--- config.mk ---
export PLATFORM = sky130hd
export DESIGN_NAME = ap_ctrl_multi
export DESIGN_NICKNAME = d
export VERILOG_FILES = /design/src/rtl/ap_ctrl_multi.sv
export SDC_FILE = /design/constraint.sdc
export NUM_CORES = 1
export LEC_CHECK = 0
export BUFFER_PORTS_ARGS = -buffer_cell sky130_fd_sc_hd__buf_2
export CAP_MARGIN = 10
export CORE_MARGIN = 2
export CORE_UTILIZATION = 45
export CTS_CLUSTER_DIAMETER = 80
export CTS_CLUSTER_SIZE = 8
export DETAILED_ROUTE_END_ITERATION = 10
export SYNTH_ARGS = -nofsm -noshare
export SYNTH_HDL_FRONTEND = slang
export SYNTH_SLANG_ARGS = --single-unit
--- constraint.sdc ---
create_clock -name ap_clk -period 3.6 [get_ports ap_clk]
set_input_delay 0.36 -clock ap_clk [delete_from_list [all_inputs] [get_ports ap_clk]]
set_output_delay 0.36 -clock ap_clk [all_outputs]
set_load 0.02 [all_outputs]
--- src/rtl/ap_ctrl_multi.sv ---
// ap_ctrl_multi: per-channel ap_ctrl_hs start queue, done counter, throttle, latency and sticky error flags; trig/claim in, ap_start out, status out
module ap_ctrl_multi #(
   parameter int NUM_CH     = 4,
   parameter int PEND_DEPTH = 4,
   parameter int DONE_DEPTH = 2,
   parameter int LAT_W      = 16
) (
   input  logic                      ap_clk,
   input  logic                      ap_rst_n,
   input  logic [NUM_CH-1:0]         start_trig,
   input  logic [NUM_CH-1:0]         complete_trig,
   output logic [NUM_CH-1:0]         finish,
   output logic [NUM_CH-1:0]         idle,
   output logic [NUM_CH-1:0]         pend_full,
   output logic [NUM_CH*LAT_W-1:0]   lat,
   output logic [NUM_CH-1:0]         trig_drop,
   output logic [NUM_CH-1:0]         claim_err,
   input  logic                      err_clr,
   output logic [NUM_CH-1:0]         ap_start,
   input  logic [NUM_CH-1:0]         ap_ready,
   input  logic [NUM_CH-1:0]         ap_done,
   input  logic [NUM_CH-1:0]         ap_idle
);
   localparam int PW = $clog2(PEND_DEPTH + 1);
   localparam int DW = $clog2(DONE_DEPTH + 1);
   typedef enum logic [1:0] {IDLE, START, BUSY} state_t;
   for (genvar i = 0; i < NUM_CH; i++) begin : g_ch
      state_t            state;
      logic [PW-1:0]     pend_cnt;
      logic [DW-1:0]     done_cnt;
      logic [LAT_W-1:0]  lat_cnt, lat_q, lat_inc;
      logic              drop_q, cerr_q;
      logic              run, full, dispatch, accept, done_evt, claim, no_claim, done_inc;
      assign run      = state != IDLE;
      assign full     = pend_cnt == PW'(PEND_DEPTH);
      assign dispatch = state == IDLE && pend_cnt != '0 && done_cnt != DW'(DONE_DEPTH);
      assign accept   = start_trig[i] && (!full || dispatch);
      assign done_evt = run && ap_done[i];
      assign claim    = complete_trig[i] && done_cnt != '0;
      assign no_claim = complete_trig[i] && done_cnt == '0;
      assign done_inc = done_evt && (done_cnt != DW'(DONE_DEPTH) || claim);
      assign lat_inc  = &lat_cnt ? lat_cnt : lat_cnt + LAT_W'(1);
      always_ff @(posedge ap_clk or negedge ap_rst_n) begin
         if (!ap_rst_n) begin
            state    <= IDLE;
            pend_cnt <= '0;
            done_cnt <= '0;
            lat_cnt  <= '0;
            lat_q    <= '0;
            drop_q   <= 1'b0;
            cerr_q   <= 1'b0;
         end else begin
            state    <= dispatch ? START :
                        state == START && ap_ready[i] ? (ap_done[i] ? IDLE : BUSY) :
                        state == BUSY && ap_done[i] ? IDLE : state;
            pend_cnt <= pend_cnt + PW'(accept) - PW'(dispatch);
            done_cnt <= done_cnt + DW'(done_inc) - DW'(claim);
            lat_cnt  <= dispatch ? '0 : run ? lat_inc : lat_cnt;
            lat_q    <= done_evt ? lat_inc : lat_q;
            drop_q   <= (start_trig[i] && !accept) || (drop_q && !err_clr);
            cerr_q   <= no_claim || (cerr_q && !err_clr);
         end
      end
      assign ap_start[i]              = state == START;
      assign finish[i]                = done_cnt != '0;
      assign pend_full[i]             = full;
      assign idle[i]                  = ap_idle[i] && state == IDLE && pend_cnt == '0 && done_cnt == '0;
      assign lat[i*LAT_W +: LAT_W]    = lat_q;
      assign trig_drop[i]             = drop_q;
      assign claim_err[i]             = cerr_q;
   end
endmodule

==> flow_summary_export.csv <==
group,metric,value,unit
run_status,status,"finished, final reports clean",
setup_path,endpoint_kind,"flip-flop",
floorplanning,core,19700,sq um
yosys,synth_area_per_cell,9.26,sq um
routing,drtIter0Drc,406,
setup_path,crit_type,"flip-flop to flip-flop",
yosys,yosys.area_share.simple,0.215,
final_layout,fin_util,0.524,
final_layout,synthToLayoutAreaGrowth,13.5,%
final_layout,final_cell_mix,"dfrtp_1, buf_2, nand2_1",
clocking,htree_levels,4,
worst_hold_path,min_path_type,"input port to flip-flop",
yosys,synth_xor_xnor_area_share,0.0309,
placed_design,dp_cells,1301,
clocking,cts_buffers,17,
grt,grt_first_pass_wirelength,36.0,mm
grt,grt_overflow,0,
floorplanning,die_area,21300,sq um
floorplanning,fp.dieH,146,um
grt,grt_pass1_vias,7063,
clocking,cts_tree,"yes",
routing,wire_per_inst,16.0,um
setup_path,critPathLaunchType,"flip-flop",
clocking,clockBufferDepth,2,
yosys,synthAdderAreaFrac,0.0309,
setup_path,crit_slowest_cell,"or4_1",
routing,ant_nets,0,
yosys,ys_seq_area_frac,0.452,
setup_path,slowest_delay,0.87,ns
clocking,clk_pin_slew,0.07,ns
grt,track_usage,0.204,
final_layout,final_cells,1334,
timing,final_hold_viol_count,0,
timing,tns,0,ns
setup_path,crit_buf_inv,0,
grt,grt_antenna_before_repair,0,
yosys,synthMuxAreaShare,0.0123,
final_layout,n_antenna_cell,0,
placed_design,dp_hpwl,14.8,mm
floorplanning,die_w,146,um
routing,avgViaCountPerCell,5.67,
clocking,root_buffer,"clkbuf_16",
timing,rsz0062_at_grt,"no",
setup_path,worstPathCellList,"ha_1, nand3_1, or4_1, xnor2_1, o21ai_0",
power_and_ir_drop,power_density,682,nW/um^2
yosys,syn_area,9080,sq um
yosys,yosys_most_used_dff,"dfrtp_1",
placed_design,place_congestion,0.813,
timing,period_share,0.688,
timing,fin_crit,2.48,ns
yosys,synth_edf_count,0,
setup_path,critical_path_required,3.93,ns
timing,maxSlewViolCount,0,
clocking,hold_buffers,1,
floorplanning,rows,51,
floorplanning,ioPinCount,111,
placed_design,io_buffers,110,
grt,grt_max_degree,68,
floorplanning,initial_core_util,0.462,
yosys,syn-instance-count,981,
power_and_ir_drop,p_leak,4.49,nW
final_layout,finalNetCount,1099,
power_and_ir_drop,ir_drop,0.396,mV
setup_path,crit_family,"simple AND/OR/NAND/NOR gates",
yosys,synth_top_family_by_area,"simple AND/OR/NAND/NOR gates",
final_layout,fillCellCount,1852,
routing,firstDrtPassIters,5,
yosys,ys_warn_count,0,
clocking,cts_setup_buffers,0,
clocking,clk_latency,0.42,ns
timing,fin_skew,0.0108,ns
flow_run,drv_cap,0,
timing,slew-limit-headroom,0.478,
yosys,synthArstFlopShare,1.00,
routing,drc_errors,0,
final_layout,drive_above_1_share,0.175,
yosys,synth_cell_type_count,72,
setup_path,cp.arrival,2.80,ns
yosys,syn-num-nets,1024,
yosys,synth_compound_area_frac,0.199,
timing,finalSetupViolations,0,
routing,routed_wirelength,21.3,mm
routing,dr_total_vias,7561,
final_layout,stdcell_area,10300,sq um
placed_design,placed_area,9710,sq um
yosys,ys_seq_elements,164,
clocking,cts_resized,0,
final_layout,layout_commonest_cell,"dfrtp_1",
timing,worst_pin_slew,0.777,ns
setup_path,worstPathMaxFanout,13,
clocking,cts_sinks,164,
timing,fmax,404,MHz
-- power breakdown --
group / switching [W] / internal, W / leakage (nW)
registers: 0.000383 / 0.00230 / 2.11
clock network: 0.000785 / 0.00105 / 0.283
logic: 0.00157 / 0.000946 / 2.09
total: 0.00274 / 0.00429 / 4.49
-- synthesized netlist by cell type, drive strengths merged, types with 9 or more instances --
cell type  count  share of area
o31ai         17          0.015
and3          10         0.0070
ha            16          0.022
dfrtp        164           0.45
nand3         41          0.025
nor2          69          0.029
nor4          25          0.022
nor3          29          0.017
or3           30          0.021
a21o          11         0.0091
nand2         90          0.037
and4          10         0.0096
or4            9         0.0080
a31oi         49          0.034
buf           34          0.026
inv           46          0.019
o21ai         86          0.048
a21oi         39          0.021
xnor2         29          0.028
nand4         20          0.017
mux2i         10          0.011
clkbuf        34          0.016
-- layout make-up --
class | instances | area (sq um) | share of cell area
well taps | 265 | 332 | 0.0322
repair buffers | 124 | 677 | 0.0657
flip-flops and latches | 164 | 4100 | 0.398
inverters | 46 | 173 | 0.0168
multi-input cells | 703 | 4430 | 0.430
clock inverters | 14 | 150 | 0.0146
clock buffers | 18 | 439 | 0.0426
-- flip-flops by register name (all words and copies together) (netlist names) --
signal / flops
g_ch.lat_q: 64
g_ch.state: 8
g_ch.done_cnt: 8
g_ch.cerr_q: 4
g_ch.pend_cnt: 12
g_ch.drop_q: 4
g_ch.lat_cnt: 64
-- stage by stage --
step / worst slack, ns / hold slack (ns) / total power, W
6_report: 1.12 / 0.179 / 0.00703
5_1_grt: 0.878 / 0.173 / 0.00753
4_1_cts: 1.09 / 0.153 / 0.00711
3_5_place_dp: 1.09 / 0.405 / 0.00525
3_3_place_gp: 1.21 / 0.407 / 0.00520
2_1_floorplan: 1.40 / 0.0644 / 0.00454
-- kinds of logic (layout without fill, tap and decap cells) --
logic type | after synthesis | in the layout
simple gates | 363 | 363
flops | 164 | 164
mux | 11 | 11
compound gates | 277 | 277
buf+inv | 114 | 202
fa+ha+maj | 20 | 20
xor+xnor | 32 | 32
-- worst reg2reg max path: cells and delay by family, from the launching register on --
| kind | cells | cell delay, ns |
|---|---|---|
| compound gates | 1 | 0.19 |
| fa+ha+maj | 1 | 0.27 |
| xor+xnor | 1 | 0.21 |
| simple gates | 2 | 1.26 |
| flops | 1 | 0.46 |
-- metal layers --
metal / wire length [um] / up-vias / GRT usage
li1: - / 3762 / -
met1: 10800 / 3634 / 0.301
met2: 9630 / 148 / 0.315
met3: 649 / 17 / 0.0269
met4: 227 / 0 / 0.0583
met5: 0 / - / 0
-- worst paths after layout --
check | to | slack (ns) | cells after the start | start
hold / removal | g_ch[3].state[1] | 0.18 | 3 | ap_ready[3]
max in group asynchronous | g_ch[3].lat_cnt[5] | 2.19 | 3 | ap_rst_n
setup / recovery | g_ch[1].lat_q[0] | 1.12 | 5 | g_ch[1].lat_cnt[0]
min in group asynchronous | g_ch[1].lat_q[15] | 0.51 | 2 | ap_rst_n
setup reg to reg | g_ch[1].lat_q[0] | 1.12 | 5 | g_ch[1].lat_cnt[0]
hold reg to reg | g_ch[3].lat_q[14] | 0.47 | 2 | g_ch[3].lat_q[14]
No activity file was read; power rests on OpenSTA's default activity.
